==> src/rtl/uart_rx_mv_if.sv <==
// Serial line and received-byte bundle for uart_rx_mv.
// master: the receiver; slave: the consumer/line driver.
interface uart_rx_mv_if;
    logic       rx;
    logic       rx_ready;
    logic [7:0] rx_data;
    logic       rx_err;
    logic       rx_busy;

    modport master (
        input  rx,
        output rx_ready,
        output rx_data,
        output rx_err,
        output rx_busy
    );

    modport slave (
        output rx,
        input  rx_ready,
        input  rx_data,
        input  rx_err,
        input  rx_busy
    );
endinterface

==> src/rtl/uart_rx_mv.sv <==
// UART receiver: 2-flop sync, 3-sample mid-bit majority vote, 8N1.
// Define UART_RX_PARITY_EN for 8E1 framing with even-parity check.
module uart_rx_mv #(
    parameter int CLK_FREQ = 12_000_000,
    parameter int BAUD     = 115200
) (
    input  logic         clk,
    input  logic         rst_n,
    uart_rx_mv_if.master bus
);
    localparam int CPB  = (CLK_FREQ + BAUD / 2) / BAUD;
    localparam int HALF = CPB / 2;
    localparam int CW   = $clog2(CPB);

    localparam logic [CW-1:0] C_LAST = CW'(CPB - 1);
    localparam logic [CW-1:0] C_S0   = CW'(HALF - 1);
    localparam logic [CW-1:0] C_S1   = CW'(HALF);
    localparam logic [CW-1:0] C_DEC  = CW'(HALF + 1);
    localparam logic [CW-1:0] C_ONE  = CW'(1);

`ifdef UART_RX_PARITY_EN
    typedef enum logic [2:0] {
        IDLE, START, DATA, PARITY, STOP
    } state_t;
`else
    typedef enum logic [2:0] {
        IDLE, START, DATA, STOP
    } state_t;
`endif

    state_t        state, state_n;
    logic [CW-1:0] cnt, cnt_n;
    logic [2:0]    idx, idx_n;
    logic [7:0]    shift, shift_n;
    logic [7:0]    data_q, data_n;
    logic          ready_q, ready_n;
    logic          err_q, err_n;
    logic          smp0, smp0_n;
    logic          smp1, smp1_n;
    logic          s1, s2, s3;
    logic          fall, maj, dec, last, good;

`ifdef UART_RX_PARITY_EN
    logic          perr, perr_n;
`endif

    assign fall = s3 & ~s2;
    assign dec  = (cnt == C_DEC);
    assign last = (cnt == C_LAST);
    // Third vote is taken live from s2 in the decision cycle
    assign maj  = (smp0 & smp1) | (smp0 & s2) | (smp1 & s2);

`ifdef UART_RX_PARITY_EN
    assign good = maj & ~perr;
`else
    assign good = maj;
`endif

    always_comb begin
        state_n = state;
        cnt_n   = cnt;
        idx_n   = idx;
        shift_n = shift;
        data_n  = data_q;
        ready_n = 1'b0;
        err_n   = 1'b0;
        smp0_n  = smp0;
        smp1_n  = smp1;
`ifdef UART_RX_PARITY_EN
        perr_n  = perr;
`endif
        if (state != IDLE)
            cnt_n = last ? '0 : cnt + C_ONE;
        if (cnt == C_S0)
            smp0_n = s2;
        if (cnt == C_S1)
            smp1_n = s2;

        unique case (state)
            IDLE: begin
                // The edge cycle itself counts as cnt 0
                if (fall) begin
                    state_n = START;
                    cnt_n   = C_ONE;
`ifdef UART_RX_PARITY_EN
                    perr_n  = 1'b0;
`endif
                end
            end
            START: begin
                if (dec && maj) begin
                    state_n = IDLE;
                    cnt_n   = '0;
                end else if (last) begin
                    state_n = DATA;
                    idx_n   = '0;
                end
            end
            DATA: begin
                if (dec)
                    shift_n = {maj, shift[7:1]};
                if (last) begin
                    idx_n = idx + 3'd1;
                    if (idx == 3'd7) begin
`ifdef UART_RX_PARITY_EN
                        state_n = PARITY;
`else
                        state_n = STOP;
`endif
                    end
                end
            end
`ifdef UART_RX_PARITY_EN
            PARITY: begin
                if (dec)
                    perr_n = (maj != ^shift);
                if (last)
                    state_n = STOP;
            end
`endif
            STOP: begin
                // Leave at mid-stop so a zero-gap start bit is caught
                if (dec) begin
                    state_n = IDLE;
                    cnt_n   = '0;
                    if (good) begin
                        data_n  = shift;
                        ready_n = 1'b1;
                    end else begin
                        err_n   = 1'b1;
                    end
                end
            end
            default: begin
                state_n = IDLE;
                cnt_n   = '0;
            end
        endcase
    end

    always_ff @(posedge clk) begin
        if (!rst_n) begin
            s1      <= 1'b1;
            s2      <= 1'b1;
            s3      <= 1'b1;
            state   <= IDLE;
            cnt     <= '0;
            idx     <= '0;
            shift   <= '0;
            data_q  <= '0;
            ready_q <= 1'b0;
            err_q   <= 1'b0;
            smp0    <= 1'b1;
            smp1    <= 1'b1;
`ifdef UART_RX_PARITY_EN
            perr    <= 1'b0;
`endif
        end else begin
            s1      <= bus.rx;
            s2      <= s1;
            s3      <= s2;
            state   <= state_n;
            cnt     <= cnt_n;
            idx     <= idx_n;
            shift   <= shift_n;
            data_q  <= data_n;
            ready_q <= ready_n;
            err_q   <= err_n;
            smp0    <= smp0_n;
            smp1    <= smp1_n;
`ifdef UART_RX_PARITY_EN
            perr    <= perr_n;
`endif
        end
    end

    assign bus.rx_ready = ready_q;
    assign bus.rx_err   = err_q;
    assign bus.rx_data  = data_q;
    assign bus.rx_busy  = (state != IDLE);
endmodule

==> src/flat_wrapper.sv <==
// flat-port wrapper written by rule: the top's interface ports become plain ports
module uart_rx_mv_flat 
#(
    parameter int CLK_FREQ = 12_000_000,
    parameter int BAUD     = 115200
)
  (clk, rst_n, bus_rx, bus_rx_ready, bus_rx_data, bus_rx_err, bus_rx_busy);
  uart_rx_mv_if bus_i ();
  input  logic clk;
  input  logic rst_n;
  input wire logic [$bits(bus_i.rx)-1:0] bus_rx;
  output wire logic [$bits(bus_i.rx_ready)-1:0] bus_rx_ready;
  output wire logic [$bits(bus_i.rx_data)-1:0] bus_rx_data;
  output wire logic [$bits(bus_i.rx_err)-1:0] bus_rx_err;
  output wire logic [$bits(bus_i.rx_busy)-1:0] bus_rx_busy;
  assign bus_i.rx = bus_rx;
  assign bus_rx_ready = bus_i.rx_ready;
  assign bus_rx_data = bus_i.rx_data;
  assign bus_rx_err = bus_i.rx_err;
  assign bus_rx_busy = bus_i.rx_busy;
  uart_rx_mv #(.CLK_FREQ(CLK_FREQ), .BAUD(BAUD)) u_core (.clk(clk), .rst_n(rst_n), .bus(bus_i));
endmodule
==> config.mk <==
export PLATFORM = sky130hd
export DESIGN_NAME = uart_rx_mv_flat
export DESIGN_NICKNAME = d
export VERILOG_FILES = /design/src/rtl/uart_rx_mv_if.sv /design/src/rtl/uart_rx_mv.sv /design/src/flat_wrapper.sv
export SDC_FILE = /design/constraint.sdc
export NUM_CORES = 1
export LEC_CHECK = 0
export ABC_AREA = 1
export CORE_ASPECT_RATIO = 1.75
export CORE_UTILIZATION = 30
export DETAILED_ROUTE_END_ITERATION = 10
export PLACE_DENSITY_LB_ADDON = 0.08
export SLEW_MARGIN = 40
export SYNTH_ARGS = -nofsm -noshare
export SYNTH_HDL_FRONTEND = slang
export SYNTH_SLANG_ARGS = --single-unit
==> constraint.sdc <==
create_clock -name clk -period 1.7 [get_ports clk]
set_input_delay 0.34 -clock clk [delete_from_list [all_inputs] [get_ports clk]]
set_output_delay 0.34 -clock clk [all_outputs]
set_load 0.05 [all_outputs]
* Word-level counts from Yosys, hierarchy flattened
Index checks and enable logic that the tools add are counted.
** Word-level totals
- Bits in registers :: 36
- Word-level logic and storage cells :: 64
- Latch bits :: 0
- Input port bits :: 3
- Bits in read-only memories :: 0
- Memories kept :: 0
- Output and inout bits :: 11
- RAM bits :: 0
** Cells by class
- Divide/modulo/power cells :: 0
- $mul :: 0
- Eq/ne operators :: 15
- Shift-type cells :: 0
- Mux-type cells :: 19
- Bitwise operators :: 7
- $add $sub $neg :: 2
- Reduce and logical (&&, ||, !) cells :: 9
- $lt $le $gt $ge :: 0
** Operators by type and width (number)
- $mux 7 :: 5
- $pmux 7 s4 :: 1
- $mux 3 :: 9
- $eq 7x6->1 const B :: 3
- $pmux 3 s4 :: 1
- $ne 2x1->1 const B :: 5
- $add 7x1->7 const B :: 1
- $eq 7x7->1 const B :: 1
- $eq 3x2->1 const B :: 2
- $pmux 3 s2 :: 1
- $reduce_and 3->1 :: 2
- $reduce_and 5->1 :: 1
- $and 1x1->1 :: 4
- $reduce_and 4->1 :: 1
- $add 3x1->3 const B :: 1
- $eq 3x1->1 const B :: 1
- $eq 3x3->1 const B :: 1
- $logic_not 3->1 :: 1
- $ne 3x1->1 const B :: 1
- $reduce_bool 3->1 :: 1
- $mux 1 :: 2
- $ne 2x2->1 const B :: 1
- $or 1x1->1 :: 2
- $reduce_and 2->1 :: 1
- other kinds (3) :: 3

* Depth between registers and ports, before layout
Gate-level depths: netlist of run 1.
- Depth after elaboration :: 6
- Depth in mapped cells :: 10
- Depth with buffers taken out :: 10

* Worst setup path before layout of run 1
No wires, ideal clock.
- Path type :: register -> register
- From :: register u_core.state[1]
- To :: register u_core.cnt[2]
- Required time :: 1.572 ns
- Path buffers :: 0
- Arrival time :: 1.354 ns
- Cell stages (with the launch flop) :: 7
- Clock period less this slack :: 1.481 ns
- Setup slack :: 0.219 ns
- Library setup time :: 0.128 ns
- Cell sequence :: dfxtp_1 -> nor2_4 -> inv_1 -> nand2_1 -> xor2_1 -> a21oi_1 -> nor2_1
** On the way
- Word-level cells in the longest chain between the ends :: 4
- Elaborated cells between the ends (all ways) :: 10
- Classes of those cells :: 3 x eq/ne; 5 x mux; 2 x reduce/logical
** Ends and longest elaborated chain
- start, declared :: RTL line uart_rx_mv.sv:31 : state_t state, state_n;
- start signal, assigned :: RTL line uart_rx_mv.sv:162 : state <= state_n;
- $reduce_bool 3->1 (*)
- net bus_rx_busy :: RTL line flat_wrapper.sv:15 : output wire logic [$bits(bus_i.rx_busy)-1:0] bus_rx_busy;
- $mux 7 (*) :: RTL line uart_rx_mv.sv:72 : if (state != IDLE)
- $mux 7, on equally long branches :: RTL line uart_rx_mv.sv:123, uart_rx_mv.sv:82, uart_rx_mv.sv:91
- $pmux 7 s4 (*) :: RTL line uart_rx_mv.sv:79 : unique case (state)
- end signal, assigned :: RTL line uart_rx_mv.sv:163 : cnt <= cnt_n;
- end, declared :: RTL line uart_rx_mv.sv:32 : logic [CW-1:0] cnt, cnt_n;
Mark *: on every way through the listed nets, which the timed path passes. The rest lies on a longest branch.
A chain may end at the register's enable or synchronous reset.

* Final worst setup path of run 1
- From :: register u_core.state[1]
- To :: output bus_rx_busy
** On the way
- Word-level cells in the longest chain between the ends :: 1
** Ends and longest elaborated chain
- $reduce_bool 3->1 :: RTL line uart_rx_mv.sv:180 : assign bus.rx_busy = (state != IDLE);
- end, declared :: RTL line flat_wrapper.sv:15
No other way between the ends.

==> summary.md, run 1 <==
| Metric | Value |
|---|---|
| Status | complete, no violations |
| Crit. End Element | primary output |
| Ys flop type | dfxtp_1 |
| Clock sink total | 35 |
| Asr flop ratio synth | 0% |
| Die ar. | 0.00547 mm^2 |
| Chip Height | 97.1 um |
| Largest net degree at the start of global routing | 18 |
| Placed instance count | 268 |
| Clk slew on worst S/H paths | 80 ps |
| Gp weighted congestion | 0.814 |
| Fin. max-slew vios | 0 |
| # H-tree levels | 2 |
| Antenna Nets Post-Route | 0 |
| Register-to-Register Path Depth | 5 |
| Post-CTS Hold Buffers | 0 |
| Total negative slack | 0 ps |
| CTS Buffer Depth | 2 |
| Crit path buf inv count | 2 |
| CP max FO | 7 |
| Setup repair after global routing missed its margin | false |
| Via count | 1,316 |
| Setup-failing EPs final | 0 |
| Die span in x | 56.4 um |
| Crit path required time | 1360 ps |
| CTS root buf | clkbuf_8 |
| Hold Crit Class | flip-flop to flip-flop |
| Slew headroom | 74.7% |
| Worst Tran Pin Value | 379 ps |
| Residual DRC | 0 |
| I/O Buffers | 13 |
| #FFs+latches synth | 35 |
| Leak Pwr | 0.000790 uW |
| Crit share post-route | 90.8% |
| Share of cells above drive strength 1 | 18.8% |
| Worst-path cell chain | nor2_4, inv_1, buf_12 |
| Syn avg cell area | 7.72 um^2 |
| WL/cell | 12.1 um |
| Largest vdd supply drop | 0.000490 V |
| Setup crit start kind | flip-flop |
| Share of the core filled with cells | 38.2% |
| Starting Density | 31.2% |
| CP peak stage delay | 550 ps |
| Crit Path Category | flip-flop to primary output |
| Starting DRC count in detailed routing | 59 |
| Clock buffer count from CTS | 5 |
| Synth area leader | dfxtp_1 |
| Post-synthesis sequential area ratio | 45.2% |
| Area Overhead vs Synth | 22.6% |
| Final hold vios | 0 |
| Crit path max-delay family | flip-flops |
| Vias per inst | 4.73 |
| Max Fclk | 0.648 GHz |
| Row count | 34 |
| Antenna violations before repair | 0 |
| Final min period | 1540 ps |
| Top cell type's share of synthesized area | 45.2% |
| Tot GR Track Use | 13.6% |
| Top cells by area, synth | dfxtp_1 (45%), a21oi_1 (9.4%), nand2_1 (7.7%), nand3_1 (7.1%), inv_1 (4.8%) |
| Distinct cells, synth | 27 |
| Vias in the first global route | 1,243 |
| Synthesized instance count | 201 |
| Netlist Area Pre-Place | 0.00155 mm^2 |
| Pwr Density | 1030 mW/mm^2 |
| Total wire length | 3360 um |
| Placed wire-length estimate | 2540 um |
| Pwr Total | 1960 uW |
| Layout Nets | 231 |
| Critical path depth | 3 |
| First-pass DRT Iterations | 4 |
| Cell at the slowest stage of the critical path | dfxtp_1 |
| Number of enable flip-flop cells after synthesis | 0 |
| Max Cap Viol | 0 |
| Antenna fix cells | 0 |
| Finished Layout Cells | 278 |
| First-pass GRT wire length | 5800 um |
| IO Pins | 14 |
| Core Area | 0.00498 mm^2 |
| Post-Syn Nets | 209 |
| Critical path data arrival time | 1200 ps |
| Worst-skew pair later-pin latency | 290 ps |
| CTS tree | yes |
| Synth warn | 0 |
| Final setup skew | 6.21 ps |
| Total grt overflow | 0 |
| Hold Path Stages | 1 |
==> flip-flops by register name (all words and copies together), names as in the netlist <==
| signal | cells |
|---|---|
| u_core.shift | 8 |
| u_core.s3 | 1 |
| u_core.s1 | 1 |
| u_core.bus.rx_ready | 1 |
| u_core.state | 2 |
| u_core.bus.rx_err | 1 |
| u_core.cnt | 7 |
| u_core.s2 | 1 |
| u_core.smp0 | 1 |
| u_core.smp1 | 1 |
| u_core.bus.rx_data | 8 |
| u_core.idx | 3 |
==> power breakdown <==
part	internal (uW)	total, uW	switching (uW)
clock	585	897	312
combinational	81.4	209	127
sequential	834	852	17.5
==> stage by stage <==
step	cell area [um^2]	setup slack (ps)	hold WS, ps
final	1900	157	416
after global routing	1900	40.7	435
after CTS	1880	55.9	417
after detailed placement	1740	77.8	402
after global placement	1740	151	401
after floorplan	1550	219	393
==> synth_stat cells, types with 2 or more instances <==
cell / instances
nor2_4: 2
a21oi_1: 29
o21ai_1: 2
o211ai_1: 2
or2_2: 2
buf_2: 3
nand2_2: 4
inv_2: 2
nand3_1: 22
nand4_1: 3
nor2_1: 14
dfxtp_1: 35
inv_1: 20
ha_1: 5
nand2_1: 32
xor2_1: 2
o21ai_0: 12
==> worst reg2reg max path, cell delays in order, from the launching register on <==
cell and delay, ps:
dfxtp_1 340, buf_4 130, ha_1 220, nand4_1 270, o21ai_2 330, a21oi_1 110
==> kinds of logic (layout without fill, tap and decap cells) <==
group | count (synthesis) | in the layout | share of synthesized area [%]
compound gates | 46 | 46 | 15.4
xor+xnor | 2 | 2 | 1.13
fa+ha+maj | 5 | 5 | 4.03
buf+inv | 29 | 52 | 7.98
flops | 35 | 35 | 45.2
simple gates | 84 | 84 | 26.3
==> metal layers <==
| metal | up-vias | track usage, % | routed length [um] |
|---|---|---|---|
| li1 | 700 | - | - |
| met2 | 16 | 25.4 | 1830 |
| met4 | 0 | 6.75 | 74 |
| met3 | 6 | 2.93 | 79 |
| met1 | 594 | 13.8 | 1370 |
| met5 | - | 0 | 0 |
==> layout make-up <==
type,instances,area (um^2)
Clock buffer,5,68.8
Clock inverter,3,67.6
Fill cell,522,3080
Inverter,23,86.3
Multi-Input combinational cell,137,736
Sequential cell,35,701
Tap cell,54,67.6
Timing Repair Buffer,21,175
==> cells in the final DEF (no fill, tap or decap), types with 3 or more instances in the layout <==
cell and instances:
nand2_1 32, o21ai_0 12, ha_1 5, nand2_2 4, a21oi_1 29, nor2_1 14, nand4_1 3, clkbuf_8 5
buf_4 18, dfxtp_1 35, nand3_1 22, inv_1 20
==> repair_timing <==
item	4_1_cts	5_1_grt
setup endpoints to repair	0	6
resized for setup	0	1
setup buffers	0	2
==> worst paths after layout <==
kind                                start                  endpoint  slack [ps]
min                  u_core.s1$_SDFF_PN1_      u_core.s2$_SDFF_PN1_         420
max          u_core.state[1]$_SDFFE_PN0P_               bus_rx_busy         160
min reg2reg          u_core.s1$_SDFF_PN1_      u_core.s2$_SDFF_PN1_         420
max reg2reg      u_core.cnt[0]$_SDFF_PN0_  u_core.cnt[1]$_SDFF_PN0_         160
Power figures use the tool's default switching activity.
==> run 2, diff against run 1 <==
--- a/config.mk
+++ b/config.mk
@@ -6,6 +6,7 @@
 export NUM_CORES = 1
 export LEC_CHECK = 0
 export ABC_AREA = 1
+export ABC_CLOCK_PERIOD_IN_PS = 1700
 export CORE_ASPECT_RATIO = 1.75
 export CORE_UTILIZATION = 30
 export DETAILED_ROUTE_END_ITERATION = 10
==> results of run 2 <==
The final DEF is identical to that of run 1; final timing and power are the same.
